## config.mk

```make
export PLATFORM = sky130hd
export DESIGN_NAME = nibble_deserializer
export DESIGN_NICKNAME = d
export VERILOG_FILES = /design/src/rtl/nibble_deserializer.sv
export SDC_FILE = /design/constraint.sdc
export NUM_CORES = 1
export LEC_CHECK = 0
export BUFFER_PORTS_ARGS = -buffer_cell sky130_fd_sc_hd__clkbuf_2
export CAP_MARGIN = 20
export CELL_PAD_IN_SITES_DETAIL_PLACEMENT = 0
export CELL_PAD_IN_SITES_GLOBAL_PLACEMENT = 1
export CORE_MARGIN = 8
export CORE_UTILIZATION = 38
export DETAILED_ROUTE_END_ITERATION = 8
export GPL_TIMING_DRIVEN = 0
export PLACE_DENSITY_LB_ADDON = 0.1
export SYNTH_ARGS = -nofsm -noshare
export SYNTH_HDL_FRONTEND = slang
export SYNTH_SLANG_ARGS = --single-unit
```

## constraint.sdc

```tcl
create_clock -name clk -period 1.4 [get_ports clk]
set_input_delay 0.14 -clock clk [delete_from_list [all_inputs] [get_ports clk]]
set_output_delay 0.14 -clock clk [all_outputs]
set_load 0.01 [all_outputs]
```

## src/rtl/nibble_deserializer.sv

```systemverilog
// Framed serial-to-parallel front end: start/data/parity/stop framing into a
// 4-bit word delivered over a valid/ready slot to the nibble register bank.
module nibble_deserializer #(
  parameter bit MSB_FIRST = 1'b0,
  parameter bit PARITY_EN = 1'b1
) (
  input  logic       clk,
  input  logic       rst,
  input  logic       sin,
  input  logic       sin_en,
  output logic [3:0] q,
  output logic       q_valid,
  input  logic       q_ready,
  output logic       busy,
  output logic       parity_err,
  output logic       frame_err,
  output logic       overrun
);

  typedef enum logic [1:0] {S_IDLE, S_DATA, S_PARITY, S_STOP} state_t;

  state_t     state;
  logic [1:0] cnt;
  logic [3:0] shreg;
  logic       par_bit;
  logic       slot_free;

  // Even parity: data and parity XOR to zero; always passes without a parity bit.
  function automatic logic parity_ok(input logic [3:0] d, input logic p);
    return PARITY_EN ? ~(^{d, p}) : 1'b1;
  endfunction

  function automatic logic [1:0] bit_pos(input logic [1:0] k);
    return MSB_FIRST ? ~k : k;
  endfunction

  // A stop-edge load may reuse the slot when the old nibble leaves on the same edge.
  assign slot_free = !q_valid || q_ready;

  always_ff @(posedge clk or posedge rst) begin
    if (rst) begin
      state      <= S_IDLE;
      cnt        <= 2'd0;
      shreg      <= 4'b0000;
      par_bit    <= 1'b0;
      q          <= 4'b0000;
      q_valid    <= 1'b0;
      busy       <= 1'b0;
      parity_err <= 1'b0;
      frame_err  <= 1'b0;
      overrun    <= 1'b0;
    end else begin
      parity_err <= 1'b0;
      frame_err  <= 1'b0;
      overrun    <= 1'b0;
      if (q_valid && q_ready)
        q_valid <= 1'b0;

      if (sin_en) begin
        case (state)
          S_IDLE: begin
            if (!sin) begin
              state <= S_DATA;
              cnt   <= 2'd0;
              busy  <= 1'b1;
            end
          end
          S_DATA: begin
            shreg[bit_pos(cnt)] <= sin;
            cnt                 <= cnt + 2'd1;
            if (cnt == 2'd3)
              state <= PARITY_EN ? S_PARITY : S_STOP;
          end
          S_PARITY: begin
            par_bit <= sin;
            state   <= S_STOP;
          end
          S_STOP: begin
            state <= S_IDLE;
            busy  <= 1'b0;
            if (!sin)
              frame_err <= 1'b1;
            else if (!parity_ok(shreg, par_bit))
              parity_err <= 1'b1;
            else if (slot_free) begin
              q       <= shreg;
              q_valid <= 1'b1;
            end else
              overrun <= 1'b1;
          end
          default: state <= S_IDLE;
        endcase
      end
    end
  end

endmodule

```

==> results.sh <==
export IMPL_final_net_count=138
export IMPL_drv_slew=0
export IMPL_tightest_slew_ns=0.699
export IMPL_reg2reg_depth=5
export IMPL_grt_pass1_vias=762
export IMPL_vias_per_cell=4.77
export IMPL_via_count=734
export IMPL_die_h_um=66.4
export IMPL_cts_clk_slew_worst_paths_ns=0.11
export IMPL_syn_to_final_growth_pct=34.5
export IMPL_r2r_end="state[1]"
export IMPL_arrival_ns=1.57
export IMPL_cts_buffers=3
export IMPL_fmax_ghz=0.726
export IMPL_gp_congestion=0.667
export IMPL_num_rows=18
export IMPL_place_ws_ns=-0.160
export IMPL_grt_overflow=0
export IMPL_place_inst=136
export IMPL_io_buffers=12
export IMPL_path_class="reg2reg"
export IMPL_yosys_area_top_type="dfrtp_1"
export IMPL_outcome="finished, final reports clean"
export IMPL_path_max_fanout=4
export IMPL_dpl_hpwl_mm=1.33
export IMPL_design_area_um2=1300
export IMPL_p_sw_w=0.00113
export IMPL_finalHoldViolations=0
export IMPL_period_share=0.984
export IMPL_timing_rr_start="state[0]"
export IMPL_syn_inst=94
export IMPL_rsz0062_at_grt="true"
export IMPL_drt_iter0_markers=16
export IMPL_synth_xor_area_frac=0.121
export IMPL_crit_path_top_delay_cell="dfrtp_1"
export IMPL_hold_path_startpoint="sin"
export IMPL_fin_hold_ws_ns=0.168
export IMPL_synth_fp_nets=107
export IMPL_ys_warn_count=0
export IMPL_power_frac_clock=0.113
export IMPL_drt_wl_total_mm=1.91
export IMPL_yosysTopAreaCellShare=0.467
export IMPL_grt_start_max_net_pins=19
export IMPL_grt_pass1_wl_mm=3.35
export IMPL_grt_antenna_before_repair=0
export IMPL_power_frac_seq=0.312
export IMPL_setup_ws_ns=0.0228
export IMPL_critical_path_required_ns=1.59
export IMPL_ys_seq_area_frac=0.467
export IMPL_start_kind="flop"
export IMPL_switching_share=0.389
export IMPL_final_common_cell="dfrtp_1"
export IMPL_post_dp_cell_area_um2=1070
export IMPL_hold_class="in2reg"
export IMPL_holdPathEnd="parity_err"
export IMPL_p_per_area_nw_per_um2=2240
export IMPL_final_cell_mix="dfrtp_1 (16), buf_4 (13), clkbuf_2 (12), nand2_1 (10), nand3_1 (7)"
export IMPL_chipWidth_um=66.4
export IMPL_synth_compound_area_share=0.128
export IMPL_io_pin_count=14
export IMPL_synth_top_family_by_area="compound AO/OA/AOI/OAI gates"
export IMPL_wl_per_cell_um=12.4
export IMPL_core_um2=2430
export IMPL_comb_power_share=0.575
export IMPL_hold_path_depth=3
export IMPL_cp_cell_sequence="inv_2 -> ha_4 -> a21boi_4 -> o21ai_4 -> mux2_4"
export IMPL_end_kind="flop"
export IMPL_synth_simple_gate_area_frac=0.128
export IMPL_start_util=0.397
export IMPL_drtPass1Iterations=4
export IMPL_clock_root_buffer="clkbuf_4"
export IMPL_synthMuxAreaShare=0.0117
export IMPL_leakage_nw=0.638
export IMPL_crit_path_max_incr_delay_ns=0.40
export IMPL_yosys_area_share_adder=0.104
export IMPL_rrSetupSlack_ns=0.02
export IMPL_maxSlewHeadroom=0.534
export IMPL_drive_gt1_frac=0.411
export IMPL_dieArea_um2=4410
export IMPL_synth_seq_cells=18
export IMPL_period_needed_ns=1.38
export IMPL_drc=0
export IMPL_instances_no_fill=154
export IMPL_skew_ns=0.00224
export IMPL_synth_avg_cell_area_um2=10.3
export IMPL_finalSetupViolations=0
export IMPL_grt_usage=0.0974
export IMPL_clockBufferDepth=2
export IMPL_drv_cap=0
export IMPL_n_antenna_cell=0
export IMPL_synth_area_um2=965
export IMPL_p_int_w=0.00178
export IMPL_drtAntennaViolNets=0
export IMPL_peakVddDrop_mv=1.18
export IMPL_htree_levels=1
export IMPL_cts_tree="yes"
export IMPL_clk_latency_ns=0.29
export IMPL_synth_top_cells_by_area="dfrtp_1 (47%), ha_1 (10%), xnor2_2 (5.1%), nand3_1 (4.2%), o21ai_0 (4.2%)"
export IMPL_clock_sinks=18
export IMPL_synth_cell_types=25
repair_timing:
action                                 in CTS  in global routing
hold buffers                                1                  0
setup buffers                               7                  7
gates resized for setup                    12                 12
setup endpoints to repair                   7                 10
endpoints found under the hold margin      18                  0
pin swaps                                   3                  6
metrics by stage:
stage               TNS (ns)  utilization  total power, W
floorplan                  0            -         0.00193
global placement      -0.213        0.439         0.00217
detailed placement    -0.335        0.439         0.00220
CTS                  -0.0115        0.501         0.00277
global route         -0.0513        0.533         0.00316
finish                     0        0.533         0.00291
layout make-up:
class,count,area [µm²]
Tap cell,30,37.5
Inverter,8,30.0
Multi-Input combinational cell,66,557
Buffer,1,5.00
Fill cell,229,1130
Sequential cell,18,453
Timing Repair Buffer,27,179
Clock buffer,4,36.3
layer usage:
metal | part of all wire | global-route usage | wire [µm] | up-vias
met5 | 0 | 0 | 0 | -
met4 | 0.0079 | 0.0480 | 15 | 0
met3 | 0.037 | 0.0220 | 71 | 2
met2 | 0.52 | 0.176 | 998 | 8
met1 | 0.43 | 0.103 | 824 | 346
li1 | - | - | - | 378
kinds of logic after synthesis:
| kind of cell | count (synthesis) |
|---|---|
| and+or+nand+nor | 26 |
| AOI/OAI and AO/OA | 22 |
| DFF | 18 |
| buffers and inverters | 10 |
| xor gates and xnor gates | 9 |
| adders and majority gates | 8 |
| muxes | 1 |
worst max-delay path: cells and delay by family (launching register included):
| kind | cells | cell delay [ns] |
|---|---|---|
| compound gates | 2 | 0.33 |
| fa+ha+maj | 1 | 0.17 |
| buf+inv | 1 | 0.07 |
| flops | 1 | 0.40 |
| mux | 1 | 0.30 |
worst max-delay path by stage:
stage                  start  cells after the start  endpoint
finish              state[0]                      5  state[1]
global route         par_bit                      4      q[0]
CTS                 state[1]                      6  state[1]
detailed placement  state[0]                      5  state[1]
global placement    state[0]                      5  state[1]
floorplan           state[0]                      5  state[1]
state kept, by name, indices dropped and copies added, names as in the netlist:
| register | count |
|---|---|
| busy | 1 |
| cnt | 2 |
| frame_err | 1 |
| overrun | 1 |
| par_bit | 1 |
| parity_err | 1 |
| q | 4 |
| q_valid | 1 |
| shreg | 4 |
| state | 2 |
Yosys cell counts:
library cell,number
a21boi_2,1
a21oi_1,6
a31oi_1,1
a32o_1,1
and3_1,1
buf_2,1
clkbuf_1,1
dfrtp_1,18
ha_1,8
inv_1,8
mux2_1,1
nand2_1,10
nand2b_1,3
nand3_1,8
nor2_1,1
nor2_2,1
nor2b_1,1
nor3_1,1
o21ai_0,8
o21ai_1,4
o22ai_1,1
xnor2_1,4
xnor2_2,3
xnor3_2,1
xor2_1,1
power groups by stage:
stage                     Sequential [W]  Combinational, W  Clock (W)
after floorplan                 0.000929           0.00100          0
after global placement          0.000922           0.00124          0
after detailed placement        0.000941           0.00126          0
after CTS                       0.000912           0.00151   0.000345
after global routing            0.000939           0.00186   0.000362
final                           0.000907           0.00167   0.000329
No activity file was read; power rests on OpenSTA's default activity.
